--- src/rtl/j_scoreboard_if.sv ---
// Issue/writeback bundle between the issue stage and the load/divide scoreboard.
// The master modport belongs to the issue stage and the slave modport belongs to the scoreboard.
interface j_scoreboard_if;
    logic       issue_ld;
    logic       issue_div;
    logic [5:0] issue_dst;
    logic [5:0] src_a;
    logic [5:0] src_b;
    logic       src_a_use;
    logic       src_b_use;
    logic       dst_use;
    logic       ld_done;
    logic       stall;
    logic       ld_pend;
    logic       div_busy;
    logic       div_wb;
    logic [5:0] div_wb_dst;

    modport master (
        output issue_ld, issue_div, issue_dst, src_a, src_b,
               src_a_use, src_b_use, dst_use, ld_done,
        input  stall, ld_pend, div_busy, div_wb, div_wb_dst
    );

    modport slave (
        input  issue_ld, issue_div, issue_dst, src_a, src_b,
               src_a_use, src_b_use, dst_use, ld_done,
        output stall, ld_pend, div_busy, div_wb, div_wb_dst
    );
endinterface

--- src/rtl/j_scoreboard.sv ---
// Two-entry hazard scoreboard: one outstanding external load (L) and one divide (D)
// with a fixed-latency down-counter. It generates a combinational issue stall.
module j_scoreboard #(
    parameter int unsigned DIV_CYCLES = 16
) (
    input  logic          sys_clk,
    input  logic          resetl,
    j_scoreboard_if.slave sb
);

    logic       l_valid;
    logic [5:0] l_dst;
    logic       d_valid;
    logic [5:0] d_dst;
    logic [5:0] d_cnt;

    logic l_ret, d_ret, l_live, d_live;
    logic a_hit, b_hit, w_hit;
    logic stall_c, ld_acc, div_acc;

    // A retiring entry no longer blocks anything, so writeback and issue can overlap.
    assign sb.div_wb = d_valid && (d_cnt == 6'd1);
    assign d_ret     = sb.div_wb;
    assign l_ret     = sb.ld_done && l_valid;
    assign l_live    = l_valid && !l_ret;
    assign d_live    = d_valid && !d_ret;

    always_comb begin
        a_hit = (l_live && (l_dst == sb.src_a))     || (d_live && (d_dst == sb.src_a));
        b_hit = (l_live && (l_dst == sb.src_b))     || (d_live && (d_dst == sb.src_b));
        w_hit = (l_live && (l_dst == sb.issue_dst)) || (d_live && (d_dst == sb.issue_dst));
        stall_c = (sb.src_a_use && a_hit)
               || (sb.src_b_use && b_hit)
               || (sb.dst_use   && w_hit)
               || (sb.issue_ld  && l_live)
               || (sb.issue_div && d_live)
               || (sb.issue_ld  && sb.issue_div);
    end

    assign sb.stall = stall_c;
    assign ld_acc   = sb.issue_ld  && !sb.issue_div && !stall_c;
    assign div_acc  = sb.issue_div && !sb.issue_ld  && !stall_c;

    always_ff @(posedge sys_clk or negedge resetl) begin
        if (!resetl) begin
            l_valid <= 1'b0;
            l_dst   <= '0;
        end else if (ld_acc) begin
            l_valid <= 1'b1;
            l_dst   <= sb.issue_dst;
        end else if (l_ret) begin
            l_valid <= 1'b0;
        end
    end

    // d_dst is kept after retirement so that div_wb_dst holds the last divide destination.
    always_ff @(posedge sys_clk or negedge resetl) begin
        if (!resetl) begin
            d_valid <= 1'b0;
            d_dst   <= '0;
            d_cnt   <= '0;
        end else if (div_acc) begin
            d_valid <= 1'b1;
            d_dst   <= sb.issue_dst;
            d_cnt   <= 6'(DIV_CYCLES);
        end else if (d_ret) begin
            d_valid <= 1'b0;
            d_cnt   <= '0;
        end else if (d_valid && (d_cnt > 6'd1)) begin
            d_cnt   <= d_cnt - 6'd1;
        end
    end

    assign sb.ld_pend    = l_valid;
    assign sb.div_busy   = d_valid;
    assign sb.div_wb_dst = d_dst;

endmodule

--- src/flat_wrapper.sv ---
// flat-port wrapper written by rule: the top's interface ports become plain ports
module j_scoreboard_flat 
#(
    parameter int unsigned DIV_CYCLES = 16
)
  (sys_clk, resetl, sb_issue_ld, sb_issue_div, sb_issue_dst, sb_src_a, sb_src_b, sb_src_a_use, sb_src_b_use, sb_dst_use, sb_ld_done, sb_stall, sb_ld_pend, sb_div_busy, sb_div_wb, sb_div_wb_dst);
  j_scoreboard_if sb_i ();
  input  logic sys_clk;
  input  logic resetl;
  input wire logic [$bits(sb_i.issue_ld)-1:0] sb_issue_ld;
  input wire logic [$bits(sb_i.issue_div)-1:0] sb_issue_div;
  input wire logic [$bits(sb_i.issue_dst)-1:0] sb_issue_dst;
  input wire logic [$bits(sb_i.src_a)-1:0] sb_src_a;
  input wire logic [$bits(sb_i.src_b)-1:0] sb_src_b;
  input wire logic [$bits(sb_i.src_a_use)-1:0] sb_src_a_use;
  input wire logic [$bits(sb_i.src_b_use)-1:0] sb_src_b_use;
  input wire logic [$bits(sb_i.dst_use)-1:0] sb_dst_use;
  input wire logic [$bits(sb_i.ld_done)-1:0] sb_ld_done;
  output wire logic [$bits(sb_i.stall)-1:0] sb_stall;
  output wire logic [$bits(sb_i.ld_pend)-1:0] sb_ld_pend;
  output wire logic [$bits(sb_i.div_busy)-1:0] sb_div_busy;
  output wire logic [$bits(sb_i.div_wb)-1:0] sb_div_wb;
  output wire logic [$bits(sb_i.div_wb_dst)-1:0] sb_div_wb_dst;
  assign sb_i.issue_ld = sb_issue_ld;
  assign sb_i.issue_div = sb_issue_div;
  assign sb_i.issue_dst = sb_issue_dst;
  assign sb_i.src_a = sb_src_a;
  assign sb_i.src_b = sb_src_b;
  assign sb_i.src_a_use = sb_src_a_use;
  assign sb_i.src_b_use = sb_src_b_use;
  assign sb_i.dst_use = sb_dst_use;
  assign sb_i.ld_done = sb_ld_done;
  assign sb_stall = sb_i.stall;
  assign sb_ld_pend = sb_i.ld_pend;
  assign sb_div_busy = sb_i.div_busy;
  assign sb_div_wb = sb_i.div_wb;
  assign sb_div_wb_dst = sb_i.div_wb_dst;
  j_scoreboard #(.DIV_CYCLES(DIV_CYCLES)) u_core (.sys_clk(sys_clk), .resetl(resetl), .sb(sb_i));
endmodule
--- config.mk ---
export PLATFORM = sky130hd
export DESIGN_NAME = j_scoreboard_flat
export DESIGN_NICKNAME = d
export VERILOG_FILES = /design/src/rtl/j_scoreboard_if.sv /design/src/rtl/j_scoreboard.sv /design/src/flat_wrapper.sv
export SDC_FILE = /design/constraint.sdc
export NUM_CORES = 1
export LEC_CHECK = 0
export ABC_AREA = 1
export CAP_MARGIN = 10
export CORE_MARGIN = 8
export CORE_UTILIZATION = 54
export DETAILED_ROUTE_END_ITERATION = 8
export PLACE_DENSITY_LB_ADDON = 0.3
export SKIP_LAST_GASP = 1
export SYNTH_ARGS = -nofsm -noshare
export SYNTH_HDL_FRONTEND = slang
export SYNTH_SLANG_ARGS = --single-unit
--- constraint.sdc ---
create_clock -name sys_clk -period 4.7 [get_ports sys_clk]
set_input_delay 1.41 -clock sys_clk [delete_from_list [all_inputs] [get_ports sys_clk]]
set_output_delay 1.41 -clock sys_clk [all_outputs]
set_load 0.05 [all_outputs]
# ---- Yosys cells after proc, flatten, opt, wreduce, memory -nomap -nowiden
# Index checks and enable logic that the tools add are counted.
dict set report totals {
  in_bits 26
  output_inout_bits 10
  wordCells 58
  reg_bits 20
}
dict set report classes {
  mux 7
  n_eq_ne 7
  n_lt_le_gt_ge 1
  reduce_logical 37
  addsub 1
}
# op count
set op_table {}
lappend op_table {{equality test 6 bit} 6}
lappend op_table {{logical AND 1 bit} 21}
lappend op_table {{two-way mux 6 bit} 3}
lappend op_table {{logical OR 1 bit} 8}
lappend op_table {{equality test 6 x 1 -> 1 bit (second input constant)} 1}
lappend op_table {{greater-than comparator 6 x 1 -> 1 bit (second input constant)} 1}
lappend op_table {{subtractor 6 x 1 -> 6 bit (second input constant)} 1}
lappend op_table {{zero test 1 bit} 5}
lappend op_table {{two-way mux 1 bit} 4}
lappend op_table {{nonzero test 2 bit} 2}
lappend op_table {{nonzero test 3 bit} 1}

# ---- Depth between registers and ports, before layout
# Gate-level depths: netlist (run 1).
dict set report logic_depth {
  depth_word 15
  ltp_mapped 14
}

# ---- Worst setup path after synthesis (run 1)
# No wires, ideal clock.
dict set report synth_path {
  path_kind {input port to output port}
  start {input sb_src_a[4]}
  end {output sb_stall}
  arrival_ps 2452
  path_buffers 0
  cell_stages 7
  slack_ps 838
  required_ps 3290
  cell_sequence {or2_2 > a21oi_1 > nand3_1 > nand2_1 > a21oi_2 > nor2b_4 > inv_1}
}
dict set report synth_between {
  elab_chain_len 9
  elab_cells_between_ends 11
  classes_between {eq/ne: 2; reduce/logical: 9}
}
# element line
set synth_lines {}
lappend synth_lines {{start, declared} flat_wrapper.sv:13} ;# input wire logic [$bits(sb_i.src_a)-1:0] sb_src_a;
lappend synth_lines {{equality test 6 bit} j_scoreboard.sv:29} ;# a_hit = (l_live && (l_dst == sb.src_a)) || (d_live && (d_dst == sb.src_a));
lappend synth_lines {{logical AND 1 bit} j_scoreboard.sv:29}
lappend synth_lines {{logical OR 1 bit (*)} j_scoreboard.sv:29}
lappend synth_lines {{logical AND 1 bit (*)} j_scoreboard.sv:32} ;# stall_c = (sb.src_a_use && a_hit)
lappend synth_lines {{logical OR 1 bit (*)} j_scoreboard.sv:33} ;# || (sb.src_b_use && b_hit)
lappend synth_lines {{logical OR 1 bit (*)} j_scoreboard.sv:34} ;# || (sb.dst_use && w_hit)
lappend synth_lines {{logical OR 1 bit (*)} j_scoreboard.sv:35} ;# || (sb.issue_ld && l_live)
lappend synth_lines {{logical OR 1 bit (*)} j_scoreboard.sv:36} ;# || (sb.issue_div && d_live)
lappend synth_lines {{logical OR 1 bit (*)} j_scoreboard.sv:37} ;# || (sb.issue_ld && sb.issue_div);
lappend synth_lines {{end, declared} flat_wrapper.sv:19} ;# output wire logic [$bits(sb_i.stall)-1:0] sb_stall;
# Every way passes the cells marked *; elsewhere a longest branch is shown, timed or not.

# ---- Worst setup path after layout (run 1)
dict set report layout_path {
  start {input sb_ld_done}
  end {output sb_stall}
}
dict set report layout_between {
  elab_chain_len 11
  elab_cells_between_ends 18
  classes_between {reduce/logical: 18}
}
# element line
set layout_lines {}
lappend layout_lines {{start, declared} flat_wrapper.sv:18} ;# input wire logic [$bits(sb_i.ld_done)-1:0] sb_ld_done;
lappend layout_lines {{logical AND 1 bit (*)} j_scoreboard.sv:24} ;# assign l_ret = sb.ld_done && l_valid;
lappend layout_lines {{zero test 1 bit (*)} j_scoreboard.sv:25} ;# assign l_live = l_valid && !l_ret;
lappend layout_lines {{logical AND 1 bit (*)} j_scoreboard.sv:25}
lappend layout_lines {{logical AND 1 bit (on tied branches)} {j_scoreboard.sv:29, j_scoreboard.sv:30}}
lappend layout_lines {{logical OR 1 bit (on tied branches)} {j_scoreboard.sv:29, j_scoreboard.sv:30}}
lappend layout_lines {{logical AND 1 bit (on tied branches)} {j_scoreboard.sv:32, j_scoreboard.sv:33}}
lappend layout_lines {{logical OR 1 bit} j_scoreboard.sv:33}
lappend layout_lines {{logical OR 1 bit} j_scoreboard.sv:34}
lappend layout_lines {{logical OR 1 bit (*)} j_scoreboard.sv:35}
lappend layout_lines {{logical OR 1 bit (*)} j_scoreboard.sv:36}
lappend layout_lines {{logical OR 1 bit (*)} j_scoreboard.sv:37}
# Marked as above.

==> key figures, run 1 <==
Synthesis
  – Post-Syn Area: 1550 µm²
  – Syn Area/Cell: 6.93 µm²
  – Gate Count Post-Synth: 224
  – Unique masters post-synth: 25
  – #FFs+latches synth: 20
  – Net count after synthesis: 252
  – Synth warnings: 0
  – Seq/Total Area, Yosys: 0.322

Power
  – Worst IR Drop VDD: 0.428 mV
  – PD cells: 558 nW/µm²
  – Lkg Pwr: 0.977 nW

Timing
  – Fin. Hold Viols: 0
  – Worst Tran Pin Value: 0.840 ns
  – Slew Viols, Final: 0
  – Slew headroom: 0.438
  – RSZ-0062 raised after global routing: false
  – Fin crit share: 0.931
  – Setup_tns: 0 ns
  – Clock skew: 0.00708 ns
  – Period minus WS final: 4.38 ns
  – Final setup viols: 0
  – Max Freq: 228 MHz

Final layout
  – Final instance area: 1970 µm²
  – Most frequent cells in the layout: nand2_1 (74), inv_1 (34), clkdlybuf4s50_1 (34)
  – Layout cells sized above 1: 0.119
  – Layout area overhead: 26.6%
  – Most common cell after layout, fill and taps aside: nand2_1
  – Final #Nets: 290
  – N_diodes: 0

Drt
  – WL met1: 1600 µm
  – Routed Antenna Nets: 0
  – Drc violations: 0
  – Routed length on met2: 1620 µm
  – Routed via count: 1469
  – Max layer used: met4
  – WL final: 3500 µm
  – Drt pass-1 iters: 4
  – Drt via density: 5.03
  – Met3 wire length: 210 µm
  – Drt wl/cell: 12.0 µm
  – Initial drt markers: 107

Clock network
  – H-tree depth: 1
  – CTS clock-pin slew for the worst setup and hold paths: 0.11 ns
  – Clk buf depth: 2
  – Cts bufs inserted: 3
  – CTS tree: built
  – Worst skew pair latency: 0.31 ns
  – Clock root buffer: clkbuf_4
  – CTS hold repair buffers: 0
  – Sink Count: 20
  – Post-cts sizing count: 0
  – Setup Buffers After CTS: 0

Die
  – # IOs: 36
  – DIE WIDTH: 69.6 µm
  – Height of the die: 69.6 µm
  – Starting Density: 0.568
  – Row count: 19
  – Die Area: 4850 µm²
  – Total core area: 2730 µm²

Worst setup path
  – CP Buf/Inv Count: 3
  – CP required: 3.29 ns
  – Crit-path cells: clkdlybuf4s50_1, nor2_1, o21ai_0, a21oi_1, nand3_1, nand2_1, nand2_1, nand2_2, nor2b_4, inv_1, buf_12
  – CP max stage cell: clkdlybuf4s50_1
  – Setup crit end kind: output port
  – Cell repeated most along the worst path: nand2_1
  – Worst Path Max Fanout: 4
  – Crit path kind: in2out
  – Crit start category: input pin
  – Top delay family on crit path: buffers and inverters
  – Critical path data arrival time: 2.97 ns
  – CP max stage delay: 0.42 ns

Global route
  – Initial antenna violation count: 0
  – Grt total ovfl: 0
  – First-pass GRT wire length: 6180 µm
  – Largest net degree at the start of global routing: 21
  – Vias in the first global route: 1453
  – Gr usage total: 0.148

Placement
  – GP Congestion: 0.917
  – Post-DP HPWL: 2870 µm
  – Placed Area: 1930 µm²
  – Count of input and output buffers: 35

Job
  – Max cap viols: 0

Min path
  – Worst Hold Class: reg2reg

Status
  – Status: complete, no violations
logic make-up after synthesis:
| family | share of synthesized area |
|---|---|
| AOI/OAI and AO/OA | 0.132 |
| xor gates and xnor gates | 0.0846 |
| adders and majority gates | 0.0161 |
| buffers and inverters | 0.0991 |
| DFF | 0.322 |
| and+or+nand+nor | 0.346 |
power by group:
group | internal (mW) | switching [mW] | total (mW) | leakage (nW)
Combinational | 0.258 | 0.385 | 0.643 | 0.710
Sequential | 0.248 | 0.103 | 0.352 | 0.246
Clock | 0.0474 | 0.0547 | 0.102 | 0.0210
Total | 0.554 | 0.543 | 1.10 | 0.977
registers in the layout (all words and copies together), names as in the netlist:
signal                flops
u_core.sb.div_wb_dst      6
u_core.d_cnt              6
u_core.sb.div_busy        1
u_core.sb.ld_pend         1
u_core.l_dst              6
final timing paths:
check,startpoint,endpoint,slack [ns],depth (start not counted)
worst max-delay path,sb_ld_done,sb_stall,0.32,11
worst min-delay path,u_core.l_dst[3]$_DFFE_PN0P_,u_core.l_dst[3]$_DFFE_PN0P_,0.55,2
worst max register to register,u_core.d_cnt[1]$_DFFE_PN0P_,u_core.d_cnt[0]$_DFFE_PN0P_,2.64,13
worst min register to register,u_core.l_dst[3]$_DFFE_PN0P_,u_core.l_dst[3]$_DFFE_PN0P_,0.55,2
max in group asynchronous,resetl,u_core.l_dst[4]$_DFFE_PN0P_,2.61,1
min in group asynchronous,resetl,u_core.sb.div_wb_dst[0]$_DFFE_PN0N_,1.57,1
worst reg2reg max path, cell delays in order (launching register included):
cell and delay [ns]:
dfrtp_1 0.43, inv_1 0.10, ha_1 0.18, nand3_2 0.08
nand2_2 0.14, inv_2 0.06, nand3_1 0.09, nand2_1 0.05
nand2_1 0.06, nand2_2 0.07, inv_1 0.07, nand3_2 0.31
nand2_1 0.26, a21oi_1 0.06
layer usage:
layer	vias to the layer above	GRT usage
met4	0	0.0647
li1	773	-
met2	36	0.252
met5	-	0
met3	7	0.0215
met1	653	0.179
area by class of cell:
| class | instances | area [µm²] |
|---|---|---|
| well taps | 31 | 38.8 |
| repair buffers | 35 | 360 |
| flip-flops and latches | 20 | 500 |
| multi-input cells | 167 | 898 |
| inverters | 35 | 131 |
| fillers | 235 | 768 |
| clock buffers | 4 | 36.3 |
through the flow:
stage | hold WS, ns | std cells | utilization | total power [mW] | worst slack [ns]
after CTS | 0.551 | 292 | 0.719 | 1.11 | 0.325
after global routing | 0.601 | 292 | 0.719 | 1.19 | 0.156
final | 0.546 | 292 | 0.719 | 1.10 | 0.322
after floorplan | 0.472 | 224 | - | 0.818 | 0.838
after detailed placement | 0.524 | 288 | 0.706 | 1.00 | 0.326
after global placement | 0.510 | 288 | 0.706 | 0.991 | 0.344
Yosys cell counts:
cell type | number | share of area
inv_1 | 34 | 0.082
buf_6 | 2 | 0.015
a21oi_1 | 6 | 0.019
xnor2_1 | 8 | 0.045
o21ai_2 | 12 | 0.068
or2_0 | 2 | 0.0081
nor2_1 | 17 | 0.041
nor2_2 | 2 | 0.0081
xor2_1 | 7 | 0.039
nor2_4 | 1 | 0.0073
o211ai_2 | 1 | 0.0081
a21oi_2 | 1 | 0.0056
nand2_2 | 3 | 0.012
nand2_1 | 74 | 0.18
inv_2 | 1 | 0.0024
nand3_1 | 8 | 0.026
nor2b_4 | 1 | 0.0089
nor3_1 | 5 | 0.016
dfrtp_1 | 20 | 0.32
o21ai_0 | 8 | 0.026
nand3_2 | 3 | 0.019
nand4_1 | 4 | 0.016
o311ai_0 | 1 | 0.0056
or2_2 | 1 | 0.0040
ha_1 | 2 | 0.016
Note: power is estimated with default switching activity, not from simulation.
==> inputs of run 2 (changes only) <==
CORE_UTILIZATION = 40   (was 54)
PLACE_DENSITY = 0.66   (was not set)
PLACE_DENSITY_LB_ADDON = not set   (was 0.3)
==> run 2 against run 1 <==
Setup slack better by 0.040 ns. Wire length grew 7.3%. Sequential share of layout area shrank 0.34 points. Sequential power hardly changed. First-iteration DRC count is 15% lower. Worst hold slack got worse by 0.037 ns. Critical path type unchanged. Critical endpoint unchanged.
==> key figures, run 2 (synthesized netlist as in run 1, its figures left out) <==
Drt
  – Drc violations: 0
  – Routed via count: 1446
  – Initial drt markers: 91
  – Routed Antenna Nets: 0
  – Drt via density: 4.69
  – WL final: 3760 µm
  – Drt pass-1 iters: 4
  – Drt wl/cell: 12.2 µm

Worst setup path
  – Flop-to-flop setup slack: 2.61 ns
  – CP max stage cell: clkdlybuf4s50_1
  – CP required: 3.29 ns
  – Crit-path cells: clkdlybuf4s50_1, or2_2, a21oi_1, nand3_1, nand2_1, a21oi_2, nor2b_4, inv_1, buf_12
  – CP max stage delay: 0.45 ns
  – Crit start category: input pin
  – Setup crit end kind: output port
  – Crit path kind: in2out
  – Worst R2R Start: u_core.d_cnt[1]$_DFFE_PN0P_
  – Reg-to-Reg End: u_core.d_cnt[0]$_DFFE_PN0P_
  – Critical path data arrival time: 2.93 ns
  – Worst Path Max Fanout: 3
  – Worst-case reg-to-reg path depth: 13

Min path
  – Hold Crit Endpoint: u_core.l_dst[3]$_DFFE_PN0P_
  – Worst Hold Class: reg2reg
  – Worst hold stages: 2
  – HP Start: u_core.l_dst[3]$_DFFE_PN0P_

Final layout
  – Layout area overhead: 28.3%
  – Sequential cell area: 500 µm²
  – Final #Nets: 290
  – Layout cells sized above 1: 0.115
  – N_diodes: 0
  – Area of the multi-input gates: 898 µm²
  – Most frequent cells in the layout: nand2_1 (74), inv_1 (34), clkdlybuf4s50_1 (34)
  – Fill count: 383
  – Most common cell after layout, fill and taps aside: nand2_1

Global route
  – Largest net degree at the start of global routing: 21
  – Gr usage total: 0.125
  – Vias in the first global route: 1395
  – Grt total ovfl: 0
  – Initial antenna violation count: 0
  – First-pass GRT wire length: 6340 µm

Clock network
  – Cts bufs inserted: 3
  – CTS tree: built
  – H-tree depth: 1
  – CTS hold repair buffers: 0
  – Clk buf depth: 2
  – Setup Buffers After CTS: 0
  – Sink Count: 20
  – Post-cts sizing count: 0
  – Worst skew pair latency: 0.25 ns
  – CTS clock-pin slew for the worst setup and hold paths: 0.06 ns
  – Clock root buffer: clkbuf_8

Power
  – Lkg Pwr: 0.978 nW
  – PnR Total Power: 1.11 mW
  – Worst IR Drop VDD: 0.288 mV
  – PD cells: 555 nW/µm²

Placement
  – Count of input and output buffers: 35
  – GP Congestion: 0.800
  – Post-DP HPWL: 3090 µm

Status
  – Status: complete, no violations

Die
  – DIE WIDTH: 78.3 µm
  – # IOs: 36
  – Die Area: 6130 µm²
  – Row count: 22
  – Height of the die: 78.3 µm
  – Starting Density: 0.421
  – Total core area: 3690 µm²

Timing
  – Slew Viols, Final: 0
  – Worst Tran Pin Value: 0.886 ns
  – Clock skew: 0.00138 ns
  – Fin. Hold Viols: 0
  – Final setup viols: 0
  – Setup_tns: 0 ns
  – Period minus WS final: 4.34 ns
  – Max Freq: 231 MHz
  – Fin crit share: 0.923
  – Slew headroom: 0.407
  – RSZ-0062 raised after global routing: false

Job
  – Max cap viols: 0
## run 2: cell count changes in the layout (fill, tap and decap cells not counted), sizes merged
cell and change:
clkbuf -1
## run 2: worst max-delay path, delay by kind of cell
kind / cells / cell delay [ns]
buf+inv: 3 / 0.67
simple gates: 4 / 0.61
compound gates: 2 / 0.23
## run 2: per-stage QoR
stage	setup slack [ns]	instance area, µm²	hold WS [ns]	cells	util
5_1_grt	0.188	1990	0.555	308	0.540
2_1_floorplan	0.838	1550	0.472	224	-
3_3_place_gp	0.366	1950	0.510	305	0.529
4_1_cts	0.348	1990	0.515	308	0.540
6_report	0.362	1990	0.510	308	0.540
3_5_place_dp	0.352	1950	0.499	305	0.529
## run 2: metal layers
layer  vias up  global-route usage  part of all wire
li1        773                   -                 -
met1       633               0.159              0.49
met2        31               0.199              0.44
met3         9              0.0273             0.047
met4         0              0.0519             0.023
met5         -                   0                 0
## run 2: worst max-delay path by stage
stage | from | to
after floorplan | sb_src_a[4] | sb_stall
after global placement | sb_src_a[4] | sb_stall
after detailed placement | sb_src_a[4] | sb_stall
after CTS | sb_src_a[4] | sb_stall
after global routing | sb_issue_dst[1] | sb_stall
final | sb_src_a[4] | sb_stall
## run 2: power breakdown
part	internal [mW]	leakage [nW]	switching, mW	total [mW]
logic	0.259	0.710	0.388	0.647
clock network	0.0569	0.0216	0.0499	0.107
registers	0.249	0.246	0.103	0.353
total	0.565	0.978	0.542	1.11
## run 2: area by class of cell
cell class | instances | area share
repair buffers | 35 | 0.181
inverters | 35 | 0.0660
multi-input cells | 167 | 0.451
clock buffers | 3 | 0.0207
flip-flops and latches | 20 | 0.251
well taps | 48 | 0.0302
==> inputs of run 3 (changes only) <==
CORE_UTILIZATION = 38   (was 40)
CTS_BUF_LIST = sky130_fd_sc_hd__clkbuf_4 sky130_fd_sc_hd__clkbuf_8   (was not set)
PLACE_DENSITY = not set   (was 0.66)
==> run 3 against run 2 <==
Sequential cell count unchanged. Largest power group unchanged. Worst hold slack improved by 0.028 ns. Highest routed layer unchanged. Combinational power about the same. Setup slack got worse by 0.044 ns. Non-clock buffer count unchanged. Sequential power barely moved. Cell count increased by 0.97%. Maximum frequency fell by 0.99%. Critical path depth is 1 higher.
==> key figures, run 3 (synthesized netlist as in run 1, its figures left out) <==
Placement
  – Placed insts: 307
  – GP Congestion: 0.814
  – Post-DP HPWL: 3160 µm
  – Placed Area: 1950 µm²
  – Count of input and output buffers: 35

Power
  – PnR Total Power: 1.13 mW
  – Lkg Pwr: 0.985 nW
  – Sw frac: 0.485
  – Worst IR Drop VDD: 0.373 mV
  – PD cells: 562 nW/µm²
  – Total internal power: 582 µW
  – Sw power: 547 µW
  – Clk pwr share: 0.111
  – Combinational share of power: 0.575
  – Sequential share of power: 0.313

Global route
  – Largest net degree at the start of global routing: 21
  – Vias in the first global route: 1299
  – Gr usage total: 0.121
  – Grt total ovfl: 0
  – Initial antenna violation count: 0
  – First-pass GRT wire length: 6200 µm

Timing
  – Fin crit share: 0.932
  – Slew headroom: 0.403
  – Setup_tns: 0 ns
  – Max Freq: 228 MHz
  – RSZ-0062 raised after global routing: false
  – Final setup viols: 0
  – Worst Tran Pin Value: 0.893 ns
  – Slew Viols, Final: 0
  – Fin. Hold Viols: 0
  – Clock skew: 0.00185 ns
  – Period minus WS final: 4.38 ns

Clock network
  – H-tree depth: 1
  – Sink Count: 20
  – Worst skew pair latency: 0.25 ns
  – Setup Buffers After CTS: 0
  – CTS tree: built
  – CTS hold repair buffers: 0
  – Clock root buffer: clkbuf_8
  – Clk buf depth: 2
  – Cts bufs inserted: 3
  – CTS clock-pin slew for the worst setup and hold paths: 0.07 ns
  – Post-cts sizing count: 0

Final layout
  – Fill count: 404
  – Most common cell after layout, fill and taps aside: nand2_1
  – Layout area overhead: 29.3%
  – Final instance area: 2010 µm²
  – Most frequent cells in the layout: nand2_1 (74), inv_1 (34), clkdlybuf4s50_1 (34)
  – N_diodes: 0
  – Area of the multi-input gates: 898 µm²
  – Layout cells sized above 1: 0.119
  – Final Util: 0.506
  – Final #Nets: 290
  – Sequential cell area: 500 µm²
  – Post-Layout Cell Count: 311

Job
  – Max cap viols: 0

Drt
  – Drt via density: 4.58
  – WL final: 3830 µm
  – Drt pass-1 iters: 4
  – Routed Antenna Nets: 0
  – Initial drt markers: 78
  – Drt wl/cell: 12.3 µm
  – Drc violations: 0
  – Routed via count: 1425

Die
  – Row count: 23
  – Total core area: 3970 µm²
  – Height of the die: 79.9 µm
  – # IOs: 36
  – Starting Density: 0.391
  – Die Area: 6390 µm²
  – DIE WIDTH: 79.9 µm

Worst setup path
  – Top delay family on crit path: buffers and inverters
  – Worst-case reg-to-reg path depth: 13
  – Crit path kind: in2out
  – Setup crit end kind: output port
  – Critical path data arrival time: 2.97 ns
  – Crit-path cells: clkdlybuf4s50_1, nor2_1, o21ai_0, a21oi_1, nand3_1, nand2_1, a21oi_2, nor2b_4, inv_1, buf_12
  – CP Buf/Inv Count: 3
  – Levels on crit path: 10
  – Worst Path Max Fanout: 4
  – CP max stage delay: 0.41 ns
  – CP required: 3.29 ns
  – CP max stage cell: clkdlybuf4s50_1
  – Crit start category: input pin

Min path
  – Worst Hold Class: reg2reg
  – Worst hold stages: 2

Status
  – Status: complete, no violations
run 3: cell types whose count changed in the layout (fill, tap and decap cells not counted):
cell      delta
clkbuf_8     +1
run 3: worst register-to-register path, stage by stage, from the launching register on:
cell	delay (ns)
dfrtp_1	0.41
inv_1	0.09
ha_1	0.18
nand3_2	0.08
nand2_2	0.15
inv_2	0.06
nand3_1	0.09
nand2_1	0.05
nand2_1	0.07
nand2_2	0.07
inv_1	0.06
nand3_2	0.35
nand2_1	0.28
a21oi_1	0.06
run 3: worst paths after layout:
path,slack [ns],start,end
worst max-delay path,0.32,sb_ld_done,sb_stall
worst min-delay path,0.54,u_core.l_dst[5]$_DFFE_PN0P_,u_core.l_dst[5]$_DFFE_PN0P_
worst max register to register,2.58,u_core.d_cnt[1]$_DFFE_PN0P_,u_core.d_cnt[0]$_DFFE_PN0P_
worst min register to register,0.54,u_core.l_dst[5]$_DFFE_PN0P_,u_core.l_dst[5]$_DFFE_PN0P_
max in group asynchronous,2.49,resetl,u_core.l_dst[2]$_DFFE_PN0P_
min in group asynchronous,1.66,resetl,u_core.sb.div_wb_dst[4]$_DFFE_PN0N_
run 3: final cells by class:
| class | count | share of cell area |
|---|---|---|
| multi-input cells | 167 | 0.447 |
| flip-flops and latches | 20 | 0.249 |
| repair buffers | 35 | 0.179 |
| inverters | 35 | 0.0654 |
| well taps | 50 | 0.0312 |
| clock buffers | 4 | 0.0274 |
run 3: stage by stage:
stage,hold WS (ns),worst slack (ns)
finish,0.537,0.319
global route,0.555,0.225
CTS,0.540,0.328
detailed placement,0.521,0.336
global placement,0.522,0.333
floorplan,0.472,0.838
run 3: routing by layer:
metal	global-route usage	vias to the layer above	share of wire	wire [µm]
met3	0.0225	4	0.057	219
li1	-	768	-	-
met5	0	-	0	0
met2	0.188	31	0.45	1720
met4	0.0382	0	0.0094	36
met1	0.162	622	0.48	1850
run 3: power by group through the flow:
stage          Sequential [mW]  Clock (mW)  Combinational [mW]
3_3_place_gp             0.356           0               0.655
4_1_cts                  0.354       0.130               0.659
5_1_grt                  0.370       0.137               0.721
3_5_place_dp             0.357           0               0.656
2_1_floorplan            0.433           0               0.386
6_report                 0.354       0.126               0.649
